--- src/rtl/f3m_pkg.sv ---
// Shared definitions for the GF(3^M) Frobenius unit: digit encodings,
// GF(3) digit arithmetic helpers and the controller state type.
package f3m_pkg;

    localparam logic [1:0] F3_ZERO = 2'b00;
    localparam logic [1:0] F3_ONE  = 2'b01;
    localparam logic [1:0] F3_TWO  = 2'b10;

    typedef enum logic [1:0] {
        IDLE,
        RUN,
        DONE
    } state_t;

    // Negation swaps the two bits of a digit (1 <-> 2, 0 stays 0).
    function automatic logic [1:0] f3_neg(input logic [1:0] d);
        return {d[0], d[1]};
    endfunction

    // Sum of two legal digits, result is always a legal digit.
    function automatic logic [1:0] f3_add(input logic [1:0] x,
                                          input logic [1:0] y);
        logic [1:0] r;
        if (x == F3_ZERO)      r = y;
        else if (y == F3_ZERO) r = x;
        else if (x == y)       r = f3_neg(x);
        else                   r = F3_ZERO;
        return r;
    endfunction

    // The unused code 11 is treated as zero.
    function automatic logic [1:0] f3_clean(input logic [1:0] d);
        return (d == 2'b11) ? F3_ZERO : d;
    endfunction

endpackage

--- src/rtl/f3m_cube_p.sv ---
// Combinational cubing in GF(3^M) modulo x^M + x^K + 2.
// Ports: a_i operand (2*M bits, 2 bits per digit), c_o = a_i^3.
module f3m_cube_p
    import f3m_pkg::*;
#(
    parameter int M = 97,
    parameter int K = 12
) (
    input  logic [2*M-1:0] a_i,
    output logic [2*M-1:0] c_o
);

    localparam int W = 3*M - 2;

    // Spread digit i to x^(3i), then fold every term at or above x^M
    // downward using x^M == -x^K + 1. Folding from the top keeps each
    // contribution landing on a lower, not yet folded, position. All
    // indices are constants after unrolling, so this is wiring plus
    // small GF(3) adders.
    function automatic logic [2*M-1:0] cube(input logic [2*M-1:0] x);
        logic [1:0]     t [W];
        logic [2*M-1:0] r;
        for (int e = 0; e < W; e++) t[e] = F3_ZERO;
        for (int i = 0; i < M; i++) t[3*i] = x[2*i +: 2];
        for (int e = W - 1; e >= M; e--) begin
            t[e-M+K] = f3_add(t[e-M+K], f3_neg(t[e]));
            t[e-M]   = f3_add(t[e-M], t[e]);
        end
        r = '0;
        for (int i = 0; i < M; i++) r[2*i +: 2] = t[i];
        return r;
    endfunction

    assign c_o = cube(a_i);

endmodule

--- src/rtl/f3m_multi_cube.sv ---
// Sequential Frobenius unit: c = a^(3^n) in GF(3^M), one cube per RUN cycle.
// Ports: clk, reset (sync, active-high), start/n/a request, busy, done pulse,
// c result. Define F3M_DOUBLE_CUBE_EN to apply two cubes per RUN cycle.
module f3m_multi_cube
    import f3m_pkg::*;
#(
    parameter int M  = 97,
    parameter int K  = 12,
    parameter int CW = 8
) (
    input  logic          clk,
    input  logic          reset,
    input  logic          start,
    input  logic [CW-1:0] n,
    input  logic [2*M-1:0] a,
    output logic          busy,
    output logic          done,
    output logic [2*M-1:0] c
);

    state_t         state_q, state_d;
    logic [CW-1:0]  count_q, count_d;
    logic [2*M-1:0] acc_q, acc_d;
    logic [2*M-1:0] c_q;
    logic [2*M-1:0] a_clean;
    logic [2*M-1:0] cube1;
    logic           accept;

    f3m_cube_p #(.M(M), .K(K)) u_cube0 (.a_i(acc_q), .c_o(cube1));

`ifdef F3M_DOUBLE_CUBE_EN
    logic [2*M-1:0] cube2;
    f3m_cube_p #(.M(M), .K(K)) u_cube1 (.a_i(cube1), .c_o(cube2));
`endif

    // A start in the DONE cycle is taken; only RUN ignores requests.
    assign accept = start && (state_q != RUN);

    always_comb begin
        a_clean = '0;
        for (int i = 0; i < M; i++) a_clean[2*i +: 2] = f3_clean(a[2*i +: 2]);
    end

    always_comb begin
        acc_d   = acc_q;
        count_d = count_q;
        if (accept) begin
            acc_d   = a_clean;
            count_d = n;
        end else if (state_q == RUN) begin
`ifdef F3M_DOUBLE_CUBE_EN
            if (count_q >= CW'(2)) begin
                acc_d   = cube2;
                count_d = count_q - CW'(2);
            end else begin
                acc_d   = cube1;
                count_d = (count_q != '0) ? count_q - CW'(1) : '0;
            end
`else
            acc_d   = cube1;
            count_d = (count_q != '0) ? count_q - CW'(1) : '0;
`endif
        end
    end

    always_ff @(posedge clk) begin
        if (reset) state_q <= IDLE;
        else       state_q <= state_d;
    end

    always_comb begin
        state_d = state_q;
        unique case (state_q)
            IDLE, DONE: begin
                if (start)                state_d = (n == '0) ? DONE : RUN;
                else if (state_q == DONE) state_d = IDLE;
            end
            RUN:     if (count_d == '0) state_d = DONE;
            default: state_d = IDLE;
        endcase
    end

    always_comb begin
        busy = 1'b0;
        done = 1'b0;
        unique case (state_q)
            IDLE: ;
            RUN:  busy = 1'b1;
            DONE: begin
                busy = 1'b1;
                done = 1'b1;
            end
            default: ;
        endcase
    end

    // The result register loads on the edge entering DONE so c is
    // valid in the same cycle as the done pulse.
    always_ff @(posedge clk) begin
        if (reset) begin
            count_q <= '0;
            acc_q   <= '0;
            c_q     <= '0;
        end else begin
            count_q <= count_d;
            acc_q   <= acc_d;
            if (state_d == DONE) c_q <= acc_d;
        end
    end

    assign c = c_q;

endmodule

--- config.mk ---
export PLATFORM = sky130hd
export DESIGN_NAME = f3m_multi_cube
export DESIGN_NICKNAME = d
export VERILOG_FILES = /design/src/rtl/f3m_pkg.sv /design/src/rtl/f3m_cube_p.sv /design/src/rtl/f3m_multi_cube.sv
export SDC_FILE = /design/constraint.sdc
export NUM_CORES = 1
export LEC_CHECK = 0
export ABC_AREA = 1
export CORE_UTILIZATION = 46
export CTS_BUF_LIST = sky130_fd_sc_hd__clkbuf_4
export CTS_CLUSTER_DIAMETER = 100
export CTS_CLUSTER_SIZE = 8
export DETAILED_ROUTE_END_ITERATION = 8
export PLACE_DENSITY = 0.76
export SETUP_SLACK_MARGIN = 0.1
export SYNTH_ARGS = -nofsm -noshare
export SYNTH_HDL_FRONTEND = slang
export SYNTH_HIERARCHICAL = 1
export SYNTH_SLANG_ARGS = --single-unit
--- constraint.sdc ---
create_clock -name clk -period 2.95 [get_ports clk]
set_input_delay 0.7375 -clock clk [delete_from_list [all_inputs] [get_ports clk]]
set_output_delay 0.7375 -clock clk [all_outputs]
set_load 0.005 [all_outputs]
== After elaboration in Yosys (flattened, before gate mapping) ==
Index checks and enable logic that the tools add are counted.
W data, S select, Z words.

* Word-level logic and storage cells: 1086
* Register bits after elaboration: 398
* Output and inout port bits: 196
* Input port bits: 205

* Equality and inequality tests: 209
* Add/subtract/negate cells: 1
* Multiplexer cells: 545
* Reductions and logical operators: 327

{| class="wikitable"
|+ Operators with widths
! cell !! number
|-
| $mux W2 || 537
|-
| $logic_not A2 Y1 || 321
|-
| $mux W194 || 2
|-
| $eq A2 B2 Y1 || 108
|-
| $eq A2 B2 Y1 const B || 99
|-
| $mux W8 || 3
|-
| $logic_not A8 Y1 || 2
|-
| $reduce_bool A8 Y1 || 1
|-
| $sub A8 B1 Y8 const B || 1
|-
| $pmux W2 S2 || 1
|-
| $reduce_or A2 Y1 || 2
|-
| $eq A2 B1 Y1 const B || 1
|-
| $mux W1 || 2
|-
| $ne A2 B1 Y1 const B || 1
|-
| $logic_and A1 B1 Y1 || 1
|}

== Logic depth before layout (Yosys ltp) ==
* Depth after elaboration: 14
* Depth in mapped cells: 21
* Depth with buffers taken out: 19

== Cells and area by module ==
Netlist, hierarchy kept.

{| class="wikitable"
|+ Modules (own cells, without submodules)
! module !! cells an instance !! instances !! sequential area each (sq um) !! area each (sq um)
|-
| f3m_multi_cube || 2667 || 1 || 7967.6 || 17903.4
|-
| f3m_cube_p || 2038 || 1 || 0.0 || 8867.3
|}

== Worst setup path before layout ==
OpenSTA, ideal clock, no wires.

* Kind: input port to flip-flop
* Start point: in start
* End point: reg c_q[100], in the netlist c[100]
* Cell stages on the path: 16
* Setup time: 0.113 ns
* Path slack: 0.592 ns
* Data arrival time: 2.245 ns
* Data required time: 2.837 ns
* Buffers on the path: 2
* Path through: inv_2 > nor2_2 > inv_2 > or2_0 > nand2_1 > nand3_1 > nor2_1 > nand3_1 > nand2_1 > nand2_1 > nor2_2 > nand2_2 > buf_4 > buf_2 > nor2_1 > nor2_1

* Longest elaborated chain between the ends: 6
* Elaborated cells between the ends (all ways): 8
* Classes of those cells: eq/ne (1); mux (5); reduce/logical (2)

{| class="wikitable"
|+ Ends and longest elaborated chain
! item !! RTL line !! RTL
|-
| start, declared || f3m_multi_cube.sv:13 || <nowiki>input logic start,</nowiki>
|-
| $logic_and A1 B1 Y1 || f3m_multi_cube.sv:37 || <nowiki>assign accept = start && (state_q != RUN);</nowiki>
|-
| $mux W8 || f3m_multi_cube.sv:47 || <nowiki>if (accept) begin</nowiki>
|-
| $logic_not A8 Y1 || f3m_multi_cube.sv:78 || <nowiki>RUN: if (count_d == '0) state_d = DONE;</nowiki>
|-
| $mux W2 || f3m_multi_cube.sv:78 ||
|-
| $pmux W2 S2 || f3m_multi_cube.sv:73 || <nowiki>unique case (state_q)</nowiki>
|-
| $eq A2 B2 Y1 || f3m_multi_cube.sv:107 || <nowiki>if (state_d == DONE) c_q <= acc_d;</nowiki>
|-
| end signal, assigned || f3m_multi_cube.sv:103 || <nowiki>c_q <= '0;</nowiki>
|-
| end signal, assigned || f3m_multi_cube.sv:107 ||
|-
| end, declared || f3m_multi_cube.sv:24 || <nowiki>logic [2*M-1:0] c_q;</nowiki>
|}

Parallel ways exist; a longest one is shown, timed or not.
A chain may end at the register's enable or synchronous reset.

== Worst setup path in the final report ==
* Start point: reg state_q[1]
* End point: reg c_q[29], in the netlist c[29]

* Longest elaborated chain between the ends: 7
* Elaborated cells between the ends (all ways): 16
* Classes of those cells: eq/ne (4); mux (8); reduce/logical (4)

{| class="wikitable"
|+ Ends and longest elaborated chain
! item !! RTL line !! RTL
|-
| start, declared || f3m_multi_cube.sv:21 || <nowiki>state_t state_q, state_d;</nowiki>
|-
| start signal, assigned || f3m_multi_cube.sv:68 || <nowiki>else state_q <= state_d;</nowiki>
|-
| $eq A2 B1 Y1 or $ne A2 B1 Y1 (tied branches) || f3m_multi_cube.sv:50, f3m_multi_cube.sv:73, f3m_multi_cube.sv:37 ||
|-
| $mux W8 or $logic_and A1 B1 Y1 (tied branches) || f3m_multi_cube.sv:50, f3m_multi_cube.sv:37 ||
|-
| $mux W8 || f3m_multi_cube.sv:47 ||
|-
| $logic_not A8 Y1 || f3m_multi_cube.sv:78 ||
|-
| $mux W2 || f3m_multi_cube.sv:78 ||
|-
| $pmux W2 S2 || f3m_multi_cube.sv:73 ||
|-
| $eq A2 B2 Y1 || f3m_multi_cube.sv:107 ||
|}

Parallel ways exist; a longest one is shown, timed or not.

==> impl_metrics.json <==
{
  "cts_buffer_depth": 3,
  "yosys.area_share.adder_pct": 0.234,
  "setup_viol": 0,
  "cts_tree": "yes",
  "synthToLayoutAreaGrowth_pct": 23.6,
  "yosysWarnings": 6,
  "p_int_mw": 9.43,
  "grt_usage_pct": 32.4,
  "r2r_setup_slack_ns": 0.11,
  "layout_commonest_cell": "nand2_1",
  "clockRootBuffer": "clkbuf_4",
  "synth_nets": 4915,
  "p_seq_share_pct": 39.3,
  "core_area_um2": 57600,
  "post-route-period-util_pct": 96.4,
  "wl_per_cell_um": 17.5,
  "cellLeakagePower_nw": 16.6,
  "synth-edff-count": 0,
  "fmax_mhz": 352,
  "maxCapViolCount": 0,
  "ys_async_sr_fraction_pct": 0,
  "clkTransAtPathRegs_ns": 0.11,
  "end_kind": "flip-flop",
  "synthFlopType": "dfxtp_1",
  "drive_gt1_share_pct": 7.67,
  "reg2reg_from": "state_q[1]",
  "via_count": 31001,
  "finalInstanceArea_um2": 33100,
  "crit_end": "c[29]",
  "grt_max_degree": 195,
  "max-slew-margin-rel_pct": 26.5,
  "fin_crit_ns": 2.84,
  "rsz0062_at_grt": "yes",
  "finalHoldViolCount": 0,
  "syn_area_per_cell_um2": 5.69,
  "overflow": 0,
  "slew_viol_final": 0,
  "power.switching_mw": 7.36,
  "htree_levels": 2,
  "ys_seq_elements": 398,
  "cts_buffers": 56,
  "power_density_nw_per_um2": 507,
  "synth_top_family_by_area": "simple AND/OR/NAND/NOR gates",
  "post-dp-hpwl_um": 76600,
  "syn_area_um2": 26800,
  "grt_pass1_wl_um": 151000,
  "io_buffers": 400,
  "pwr-share-clk_pct": 18.1,
  "ant_nets": 0,
  "fin_skew_ns": 0.104,
  "hold_ws_ns": 0.307,
  "critPathLaunchType": "flip-flop",
  "drc": 0,
  "arrival_ns": 3.65,
  "r2r_end": "c[29]",
  "rows": 88,
  "die_width_um": 243,
  "max-vdd-ir-drop_v": 0.000291,
  "worstSetupPathType": "reg -> reg",
  "ios": 401,
  "clk_latency_ns": 0.91,
  "required_ns": 3.75,
  "fin_setup_tns_ns": 0,
  "die-area_um2": 59200,
  "dr.pass1.iters": 7,
  "die_h_um": 243,
  "holdBufCountCts": 0,
  "ys_seq_area_share_pct": 29.8,
  "synth_cell_types": 38,
  "final_nets": 5279,
  "p_total_mw": 16.8,
  "vias_per_cell": 5.31,
  "final_cell_mix": "nand2_1 (1402), nor2_1 (909), inv_1 (587)",
  "synth-compound-area-share_pct": 13.2,
  "routed_wl_um": 102000,
  "grt_pass1_vias": 27045,
  "dp_slack_ns": -0.287,
  "worst_slew_pin_slew_ns": 1.10,
  "synthSimpleGateAreaFrac_pct": 42.5,
  "synthMuxAreaShare_pct": 0,
  "combPwrFrac_pct": 42.6,
  "startpoint": "state_q[1]",
  "drt_iter0_drc": 3343,
  "synth_xor_area_share_pct": 0.196,
  "worst_slack_ns": 0.108,
  "start_util_pct": 46.5,
  "antenna_found_initial": 4,
  "syn_inst": 4705,
  "swShare_pct": 43.8,
  "cts_sinks": 398,
  "post_dp_cell_area_um2": 32100,
  "rr_worst_depth": 20,
  "outcome": "completed",
  "hp-class": "in -> reg",
  "gp_congestion": 0.999,
  "cp_max_fo": 9
}
==> critical path: stages, from the launching register on <==
cell and delay [ns]:
dfxtp_4 0.37, inv_4 0.08, ha_4 0.18, buf_6 0.13
nand4_1 0.13, nor2_1 0.17, nor2_1 0.06, nor2_1 0.15
nand2_1 0.07, nor2_1 0.11, nand3_1 0.11, nand2_1 0.10
nand2_2 0.08, nor2_4 0.13, buf_12 0.13, nand2_8 0.11
clkbuf_16 0.23, clkbuf_16 0.17, nand2_1 0.07, nand2_1 0.07
nor2_1 0.14
==> kinds of logic (layout without fill, tap and decap cells) <==
kind of cell	count (synthesis)	in the layout
AND/OR/NAND/NOR	2824	2824
buffers and inverters	918	1285
AO/OA/AOI/OAI	554	554
flip-flops	398	398
XOR/XNOR	6	6
adder cells (fa/ha/maj)	5	5
other	0	4
==> area by class of cell <==
cell class	count	area, um2
repair buffers	603	6150
diodes	4	10.0
inverters	621	2350
fillers	5718	24500
well taps	765	957
flip-flops and latches	398	7980
multi-input cells	3389	15200
clock buffers	57	428
clock inverters	4	53.8
==> synthesized netlist by cell type, drive strengths merged, types with 5 or more instances <==
cell	number	area, um2
a21oi	195	976
a31oi	18	113
buf	133	827
clkbuf	164	616
dfxtp	398	7970
ha	5	62.6
inv	620	2330
nand2	1418	5350
nand3	392	1970
nand4	29	181
nor2	952	3660
nor2b	11	91.3
o211ai	20	150
o21a	122	916
o21ai	88	444
o221ai	92	806
o22ai	18	113
or2	15	93.8
xnor2	6	52.6
==> flip-flops by register name, indices dropped and copies added, names as in the netlist <==
signal	flops
acc_q	194
state_q	2
c	194
count_q	8
==> how the worst min path moves through the flow <==
stage               startpoint      to  slack [ns]  cells after the start
floorplan                 c[0]    c[0]        0.48                      2
global placement        c[127]  c[127]        0.46                      2
detailed placement       c[56]   c[56]        0.47                      2
CTS                      reset   c[51]        0.24                      4
global route             reset   c[98]        0.28                      4
finish                   reset   c[51]        0.31                      4
==> per-layer routing <==
layer  track usage (%)  share of wire, %  up-vias
li1                  -                 -    15349
met1              42.2                41    13845
met2              51.4                44     1549
met3              4.83               9.5      258
met4              17.3               5.9        0
met5                 0                 0        -
==> power groups by stage <==
| stage | registers (mW) | logic [mW] | clock network (mW) |
|---|---|---|---|
| after floorplan | 6.19 | 4.75 | 0 |
| after global placement | 6.69 | 6.79 | 0 |
| after detailed placement | 6.69 | 6.85 | 0 |
| after CTS | 6.57 | 6.89 | 3.08 |
| after global routing | 6.66 | 7.84 | 3.27 |
| final | 6.60 | 7.14 | 3.04 |
==> per-stage QoR <==
| stage | std cells | utilization [%] |
|---|---|---|
| after floorplan | 4705 | - |
| after global placement | 5754 | 55.7 |
| after detailed placement | 5754 | 55.7 |
| after CTS | 5817 | 56.6 |
| after global routing | 5841 | 57.5 |
| final | 5841 | 57.5 |
==> timing repair <==
action                                 in CTS  in global routing
gates cloned                                0                 11
endpoints found under the hold margin       0                  0
setup endpoints to repair                  65                195
pin swaps                                   0                 17
resized for setup                           4                 43
setup buffers                               2                  9
(Power assumes the default switching activity.)
